[src/rtl/qam16_demapper.sv]
// Hard-decision 16-QAM slicer: N parallel signed I/Q samples in, N 4-bit symbols out, with a frame-start flag.
// Latency: 2 cycles from input transfer to out_valid (S1 sample register, S2 decision register); one block per cycle.
// Backpressure: valid/ready on both sides; in_ready is combinational from out_ready (no skid buffer), and a stalled S2 holds S1.
module qam16_demapper #(
  parameter int                   N         = 16,
  parameter int                   W         = 16,
  parameter logic signed [W-1:0]  AMP       = 16'sd4096,
  parameter int                   FRAME_LEN = 64
) (
  input  logic             clk,
  input  logic             rst_n,
  input  logic [W*N-1:0]   in_I,
  input  logic [W*N-1:0]   in_Q,
  input  logic             in_valid,
  output logic             in_ready,
  output logic [4*N-1:0]   out_sym,
  output logic [W-1:0]     out_last,
  output logic             out_sof,
  output logic             out_valid,
  input  logic             out_ready
);

  // Counter is at least one bit wide so FRAME_LEN=1 still elaborates cleanly.
  localparam int CW = (FRAME_LEN > 1) ? $clog2(FRAME_LEN) : 1;
  localparam logic [CW-1:0] CNT_LAST = CW'(FRAME_LEN - 1);
  localparam logic [CW-1:0] CNT_ONE  = CW'(1);

  // Ideal constellation levels; 3*AMP is assumed to fit in W bits.
  localparam logic signed [W-1:0] LVL_P1 = AMP;
  localparam logic signed [W-1:0] LVL_P3 = AMP + AMP + AMP;
  localparam logic signed [W-1:0] LVL_M1 = -AMP;
  localparam logic signed [W-1:0] LVL_M3 = -(AMP + AMP + AMP);

  // Decision threshold 2*AMP held in W+1 bits so -T and T never overflow.
  localparam logic signed [W:0] THR = $signed({AMP, 1'b0});

  // Per-axis slicer. Code map: 00=-3A, 01=-A, 11=+A, 10=+3A (Gray order).
  // Ties: 0 -> 11, +T -> 10, -T -> 01. Extremes cannot wrap because the
  // comparison is done on the sign-extended W+1 bit value.
  function automatic logic [1:0] slice(input logic signed [W-1:0] x);
    logic signed [W:0] xe;
    xe = {x[W-1], x};
    if (xe < -THR)
      slice = 2'b00;
    else if (x[W-1])
      slice = 2'b01;
    else if (xe < THR)
      slice = 2'b11;
    else
      slice = 2'b10;
  endfunction

  logic             r_s1_vld;
  logic [W*N-1:0]   r_s1_i;
  logic [W*N-1:0]   r_s1_q;

  logic             r_out_vld;
  logic [4*N-1:0]   r_out_sym;
  logic [W-1:0]     r_out_last;
  logic             r_out_sof;
  logic [CW-1:0]    r_blk_cnt;

  logic             w_adv1;
  logic             w_adv2;
  logic             w_in_rdy;
  logic [4*N-1:0]   w_sym;
  logic [1:0]       w_last_code;
  logic [W-1:0]     w_last_lvl;

  // Handshake: S2 loads when it is empty or being drained; S1 accepts when it is empty or moving on.
  always_comb begin
    w_adv2   = r_s1_vld & (~r_out_vld | out_ready);
    w_in_rdy = ~r_s1_vld | w_adv2;
    w_adv1   = in_valid & w_in_rdy;
  end

  // Slice every lane of the S1 block and reconstruct the ideal I level of the last lane.
  always_comb begin
    w_sym       = '0;
    w_last_code = '0;
    w_last_lvl  = '0;
    for (int k = 0; k < N; k++) begin
      w_sym[4*k +: 4] = {slice(r_s1_i[W*k +: W]), slice(r_s1_q[W*k +: W])};
    end
    w_last_code = w_sym[4*N-1 -: 2];
    case (w_last_code)
      2'b00:   w_last_lvl = LVL_M3;
      2'b01:   w_last_lvl = LVL_M1;
      2'b11:   w_last_lvl = LVL_P1;
      default: w_last_lvl = LVL_P3;
    endcase
  end

  // Stage 1: capture raw samples on input transfer; empty out when S2 takes the block with nothing behind it.
  always_ff @(posedge clk or negedge rst_n) begin
    if (!rst_n) begin
      r_s1_vld <= 1'b0;
      r_s1_i   <= '0;
      r_s1_q   <= '0;
    end else begin
      if (w_adv1) begin
        r_s1_vld <= 1'b1;
        r_s1_i   <= in_I;
        r_s1_q   <= in_Q;
      end else if (w_adv2) begin
        r_s1_vld <= 1'b0;
      end
    end
  end

  // Stage 2: register decisions, last-lane level and frame-start flag; hold everything while stalled.
  always_ff @(posedge clk or negedge rst_n) begin
    if (!rst_n) begin
      r_out_vld  <= 1'b0;
      r_out_sym  <= '0;
      r_out_last <= '0;
      r_out_sof  <= 1'b0;
    end else begin
      if (w_adv2) begin
        r_out_vld  <= 1'b1;
        r_out_sym  <= w_sym;
        r_out_last <= w_last_lvl;
        r_out_sof  <= (r_blk_cnt == '0);
      end else if (out_ready) begin
        r_out_vld  <= 1'b0;
      end
    end
  end

  // Block counter: one step per S2 load, wrapping at the end of each frame.
  always_ff @(posedge clk or negedge rst_n) begin
    if (!rst_n) begin
      r_blk_cnt <= '0;
    end else if (w_adv2) begin
      if (r_blk_cnt == CNT_LAST)
        r_blk_cnt <= '0;
      else
        r_blk_cnt <= r_blk_cnt + CNT_ONE;
    end
  end

  assign in_ready  = w_in_rdy;
  assign out_valid = r_out_vld;
  assign out_sym   = r_out_sym;
  assign out_last  = r_out_last;
  assign out_sof   = r_out_sof;

endmodule

[config.mk]
export PLATFORM = sky130hd
export DESIGN_NAME = qam16_demapper
export DESIGN_NICKNAME = d
export VERILOG_FILES = /design/src/rtl/qam16_demapper.sv
export SDC_FILE = /design/constraint.sdc
export NUM_CORES = 1
export LEC_CHECK = 0
export BUFFER_PORTS_ARGS = -buffer_cell sky130_fd_sc_hd__buf_4
export CAP_MARGIN = 20
export CORE_AREA = 2 2 230 232
export CTS_CLUSTER_SIZE = 20
export DETAILED_ROUTE_END_ITERATION = 8
export DIE_AREA = 0 0 232 234
export PLACE_DENSITY = 0.41
export SYNTH_ARGS = -nofsm -noshare
export SYNTH_HDL_FRONTEND = slang
export SYNTH_SLANG_ARGS = --single-unit
[constraint.sdc]
create_clock -name clk -period 3.3 [get_ports clk]
set_input_delay 0.66 -clock clk [delete_from_list [all_inputs] [get_ports clk]]
set_output_delay 0.66 -clock clk [all_outputs]
set_load 0.05 [all_outputs]
# Yosys cells after proc, flatten, opt, wreduce, memory -nomap -nowiden

Cells that the tools add are included.

$add $sub $neg: 1
Order comparisons: 64
Eq/ne operators: 3
Muxes and demuxes: 102
Bitwise gates (word level): 6
Reductions and logical operators: 4

Operators by type and width:

| operator               | count |
|---|---|
| $lt A16 B14 Y1 const B | 32 |
| $lt A16 B15 Y1 const B | 32 |
| $mux W2                | 64 |
| $pmux W16 S3           | 1 |
| $mux W1                | 36 |
| $add A6 B1 Y6 const B  | 1 |
| $eq A6 B6 Y1 const B   | 1 |
| $logic_not A6 Y1       | 1 |
| $mux W6                | 1 |
| $reduce_bool A2 Y1     | 2 |
| $and A1 B1 Y1          | 2 |
| $eq A2 B1 Y1 const B   | 1 |
| $eq A2 B2 Y1 const B   | 1 |
| $logic_not A2 Y1       | 1 |
| $not A1 Y1             | 2 |
| $or A1 B1 Y1           | 2 |

Flip-flop bits (word level): 601
Bits of input ports: 516
Output and inout bits: 83
Logic and storage cells: 188

# Logic depth before layout (Yosys ltp)

Depth after elaboration: 6
Gate-level depth with buffers: 5
Mapped depth without buffers: 4

# Worst setup path before layout

No wires, ideal clock.

Kind: input port to flip-flop
Start: input out_ready
End: register r_s1_i[111]
Library setup time: 0.127 ns
Arrival: 1.936 ns
Data required time: 3.173 ns
Slack: 1.236 ns
Stages on the path: 5
Path buffers: 2
Path through: nand3b_2 > nand2_1 > buf_6 > buf_6 > mux2_1

Word-level cells in the longest chain between the ends: 4

Ends and longest elaborated chain:

| what                 | line | text |
|---|---|---|
| from (decl)          | 20   | `input logic out_ready` |
| $or A1 B1 Y1         | 72   | `w_adv2 = r_s1_vld & (~r_out_vld \| out_ready);` |
| $and A1 B1 Y1        | 72   |  |
| $or A1 B1 Y1         | 73   | `w_in_rdy = ~r_s1_vld \| w_adv2;` |
| $and A1 B1 Y1        | 74   | `w_adv1 = in_valid & w_in_rdy;` |
| to (signal assigned) | 103  | `r_s1_i <= in_I;` |
| to (decl)            | 54   | `logic [W*N-1:0] r_s1_i;` |

No other way between the ends.
A chain may end at the register's enable or synchronous reset.

# Final worst setup path

Start: register r_out_vld (netlist: out_valid)
End: register r_out_sym[3] (netlist: out_sym[3])

Word-level cells in the longest chain between the ends: 3

Ends and longest elaborated chain:

| what                   | line | text |
|---|---|---|
| from (decl)            | 57   | `logic r_out_vld;` |
| from (signal assigned) | 114  | `r_out_vld <= 1'b0;` |
| from (signal assigned) | 120  | `r_out_vld <= 1'b1;` |
| from (signal assigned) | 125  | `r_out_vld <= 1'b0;` |
| $not A1 Y1             | 72   |  |
| $or A1 B1 Y1           | 72   |  |
| $and A1 B1 Y1          | 72   |  |
| to (signal assigned)   | 121  | `r_out_sym <= w_sym;` |
| to (decl)              | 58   | `logic [4*N-1:0] r_out_sym;` |

No other way between the ends.

==> flow_metrics.tcl <==
set metrics [dict create \
    status "finished clean" \
    min_path_type "primary input to async pin" \
    min_period_over_period_pct 69.45 \
    ctsRootBufferMaster "clkbuf_16" \
    io_pins 599 \
    r2r-end "out_sym[3]" \
    start_util_pct 14.68 \
    grtUsageTotal_pct 8.764 \
    syn_inst 579 \
    utilization_pct 19.75 \
    drcViolationCount 0 \
    ant_nets 0 \
    required_ns 3.63 \
    grt-ovfl-total 0 \
    cts_hold_buffers 0 \
    synth-seq-cells 172 \
    post-route-min-period_ns 2.292 \
    path_clk_slew_ns 0.07 \
    rows 84 \
    synth_area_leader_cell "dfrtp_1" \
    grt_max_degree 64 \
    synthTopCellsByArea "dfrtp_1 56%, mux2_2 13%, mux2_1 6.0%" \
    first_pass_iters 4 \
    r2r-start "out_valid" \
    final_layout_size_suffix_gt1_share_pct 40.08 \
    grt_antenna_before_repair 3 \
    setup_viol_count_final 0 \
    clock_skew_ns 0.01294 \
    arrival_ns 2.62 \
    gp_congestion 0.7047 \
    syn_area_per_cell_um2 13.19 \
    ys_types 36 \
    routed_via_density 3.521 \
    synth_flop_cell "dfrtp_1" \
    die_area_mm2 0.05429 \
    max_clock_freq_ghz 0.4363 \
    synthToLayoutAreaGrowth_pct 34.56 \
    finalHoldViolCount 0 \
    grt_pass1_vias 5248 \
    p_per_area_mw_per_mm2 718.8 \
    synth_area_mm2 0.007635 \
    core-area_mm2 0.05202 \
    maxCapViolations 0 \
    path_cells "nor2b_1 -> nor2_4 -> buf_4 -> mux2_2" \
    drtIter0Drc 160 \
    path_class "register to register" \
    diodes 0 \
    finalWirelength_um 23300 \
    yosysWarnings 0 \
    die_x_um 232 \
    h-tree-depth 4 \
    cts.sinks 172 \
    post-cts-setup-buffer-count 0 \
    tightest_slew_ns 0.8275 \
    cts_repair_resize_count 0 \
    async_flop_share_pct 100.0 \
    grt_pass1_wl_um 34320 \
    startpoint_type "register" \
    clk_latency_ns 0.45 \
    rrSetupSlack_ns 1.01 \
    synth-seq-area-share_pct 56.37 \
    slowest_delay_ns 0.57 \
    cts_buffers 17 \
    p_leak_nw 4.456 \
    drv_slew 0 \
    synth-edff-count 0 \
    io_buffers 170 \
    cp_slowest_cell "nor2_4" \
    setup_tns_ns 0 \
    dp_cells 1419 \
    rsz0062_at_grt "no" \
    max_slew_margin_pct 44.72 \
    fin_nets 1301 \
    wl_per_cell_um 16.08 \
    r2r.worst_path.cells 4 \
    route.vias.total 5102 \
    crit_fanout 17 \
    ir_drop_mv 0.3349 \
    stdcell_count 1449 \
    synth_top_area_share_pct 56.37 \
    clockBufferDepth 2 \
    dp_hpwl_um 16230 \
    end_kind "register" \
    cts_tree "yes" \
    die_h_um 234 \
]
[where the power goes]
part           internal (W)  switching, W  leakage, nW  total, W
Combinational      0.000844       0.00154         2.13   0.00238
Sequential          0.00256      0.000336         2.05   0.00289
Clock               0.00119      0.000923        0.274   0.00211
Total               0.00459       0.00280         4.46   0.00738
[layer usage]
layer | share of wire [%] | GRT usage [%] | routed length, um | vias up
li1 | - | - | - | 2397
met5 | 0.15 | 0 | 36 | -
met4 | 1.4 | 2.744 | 337 | 6
met2 | 46 | 13.62 | 10810 | 120
met3 | 8.4 | 4.365 | 1961 | 22
met1 | 44 | 10.57 | 10160 | 2557
[sequential cells by signal, indices dropped and copies added, names as in the netlist]
name and count:
out_sof 1, out_sym 64, r_s1_q 48, r_s1_i 48, r_s1_vld 1, out_last 3, r_blk_cnt 6, out_valid 1
[how the worst max path moves through the flow]
stage	startpoint	endpoint	slack, ns
after floorplan	out_ready	r_s1_i[111]	1.24
after global placement	out_ready	out_sym[5]	0.70
after detailed placement	out_ready	out_sym[13]	0.71
after CTS	out_valid	out_sym[13]	0.89
after global routing	out_valid	out_sym[3]	0.82
final	out_valid	out_sym[3]	1.01
[kinds of logic after synthesis]
family / after synthesis / share of synthesized area, %
xor+xnor: 2 / 0.2295
fa+ha+maj: 35 / 5.736
buf+inv: 74 / 5.162
compound gates: 81 / 8.161
flops: 172 / 56.37
simple gates: 86 / 5.408
mux: 128 / 18.88
other cells: 1 / 0.04912
[worst max-delay path: cells and delay by family, from the launching register on]
| kind | cells | cell delay, ns |
|---|---|---|
| buffers and inverters | 1 | 0.45 |
| multiplexers | 1 | 0.38 |
| AND/OR/NAND/NOR | 2 | 0.87 |
| flip-flops | 1 | 0.45 |
[cell type report]
cell class	instances	area [um^2]
clock buffers	17	425.4
clock inverters	13	167.7
fillers	5674	41750
inverters	35	131.4
multi-input cells	344	2990
flip-flops and latches	172	4305
well taps	688	860.8
repair buffers	180	1393
[through the flow]
stage	instance area (um^2)	setup WS, ns	power (W)	hold slack [ns]
finish	10270	1.008	0.007385	0.1514
global route	10270	0.8157	0.007827	0.1696
CTS	10270	0.8856	0.007559	0.1481
detailed placement	9681	0.7087	0.005365	0.4756
global placement	9681	0.7048	0.005359	0.4742
floorplan	7676	1.236	0.004449	0.3644
[cell usage after synthesis, drive strengths merged, types with 2 or more instances]
cell     count
a31oi        2
and2         2
buf         36
clkbuf       3
dfrtp      172
ha          35
inv         35
mux2       128
nand2        6
nand2b       3
nand3       35
nor2        32
nor4         2
o211ai      31
o21ai       10
o2bb2ai     31
o31ai        2
xnor2        2
[placed cells by master (no fill, tap or decap), types with 2 or more instances in the layout]
| master | Yosys | layout |
|---|---|---|
| buf_4 | 17 | 176 |
| dfrtp_1 | 172 | 171 |
| mux2_2 | 87 | 87 |
| mux2_1 | 41 | 41 |
| nand3_1 | 35 | 35 |
| ha_1 | 35 | 35 |
| inv_1 | 34 | 34 |
| nor2_1 | 31 | 31 |
| o211ai_1 | 31 | 31 |
| o2bb2ai_1 | 31 | 31 |
| clkbuf_16 | 0 | 17 |
| conb_1 | 1 | 12 |
| o21ai_0 | 10 | 10 |
| clkinvlp_4 | 0 | 5 |
| nand2_1 | 6 | 4 |
| bufinv_16 | 0 | 3 |
| inv_6 | 0 | 3 |
| buf_12 | 0 | 3 |
| a31oi_1 | 2 | 2 |
| nand2b_1 | 3 | 2 |
| nor4_1 | 2 | 2 |
| and2_1 | 2 | 2 |
| o31ai_1 | 2 | 2 |
| xnor2_1 | 2 | 2 |
No activity file was read; power rests on OpenSTA's default activity.
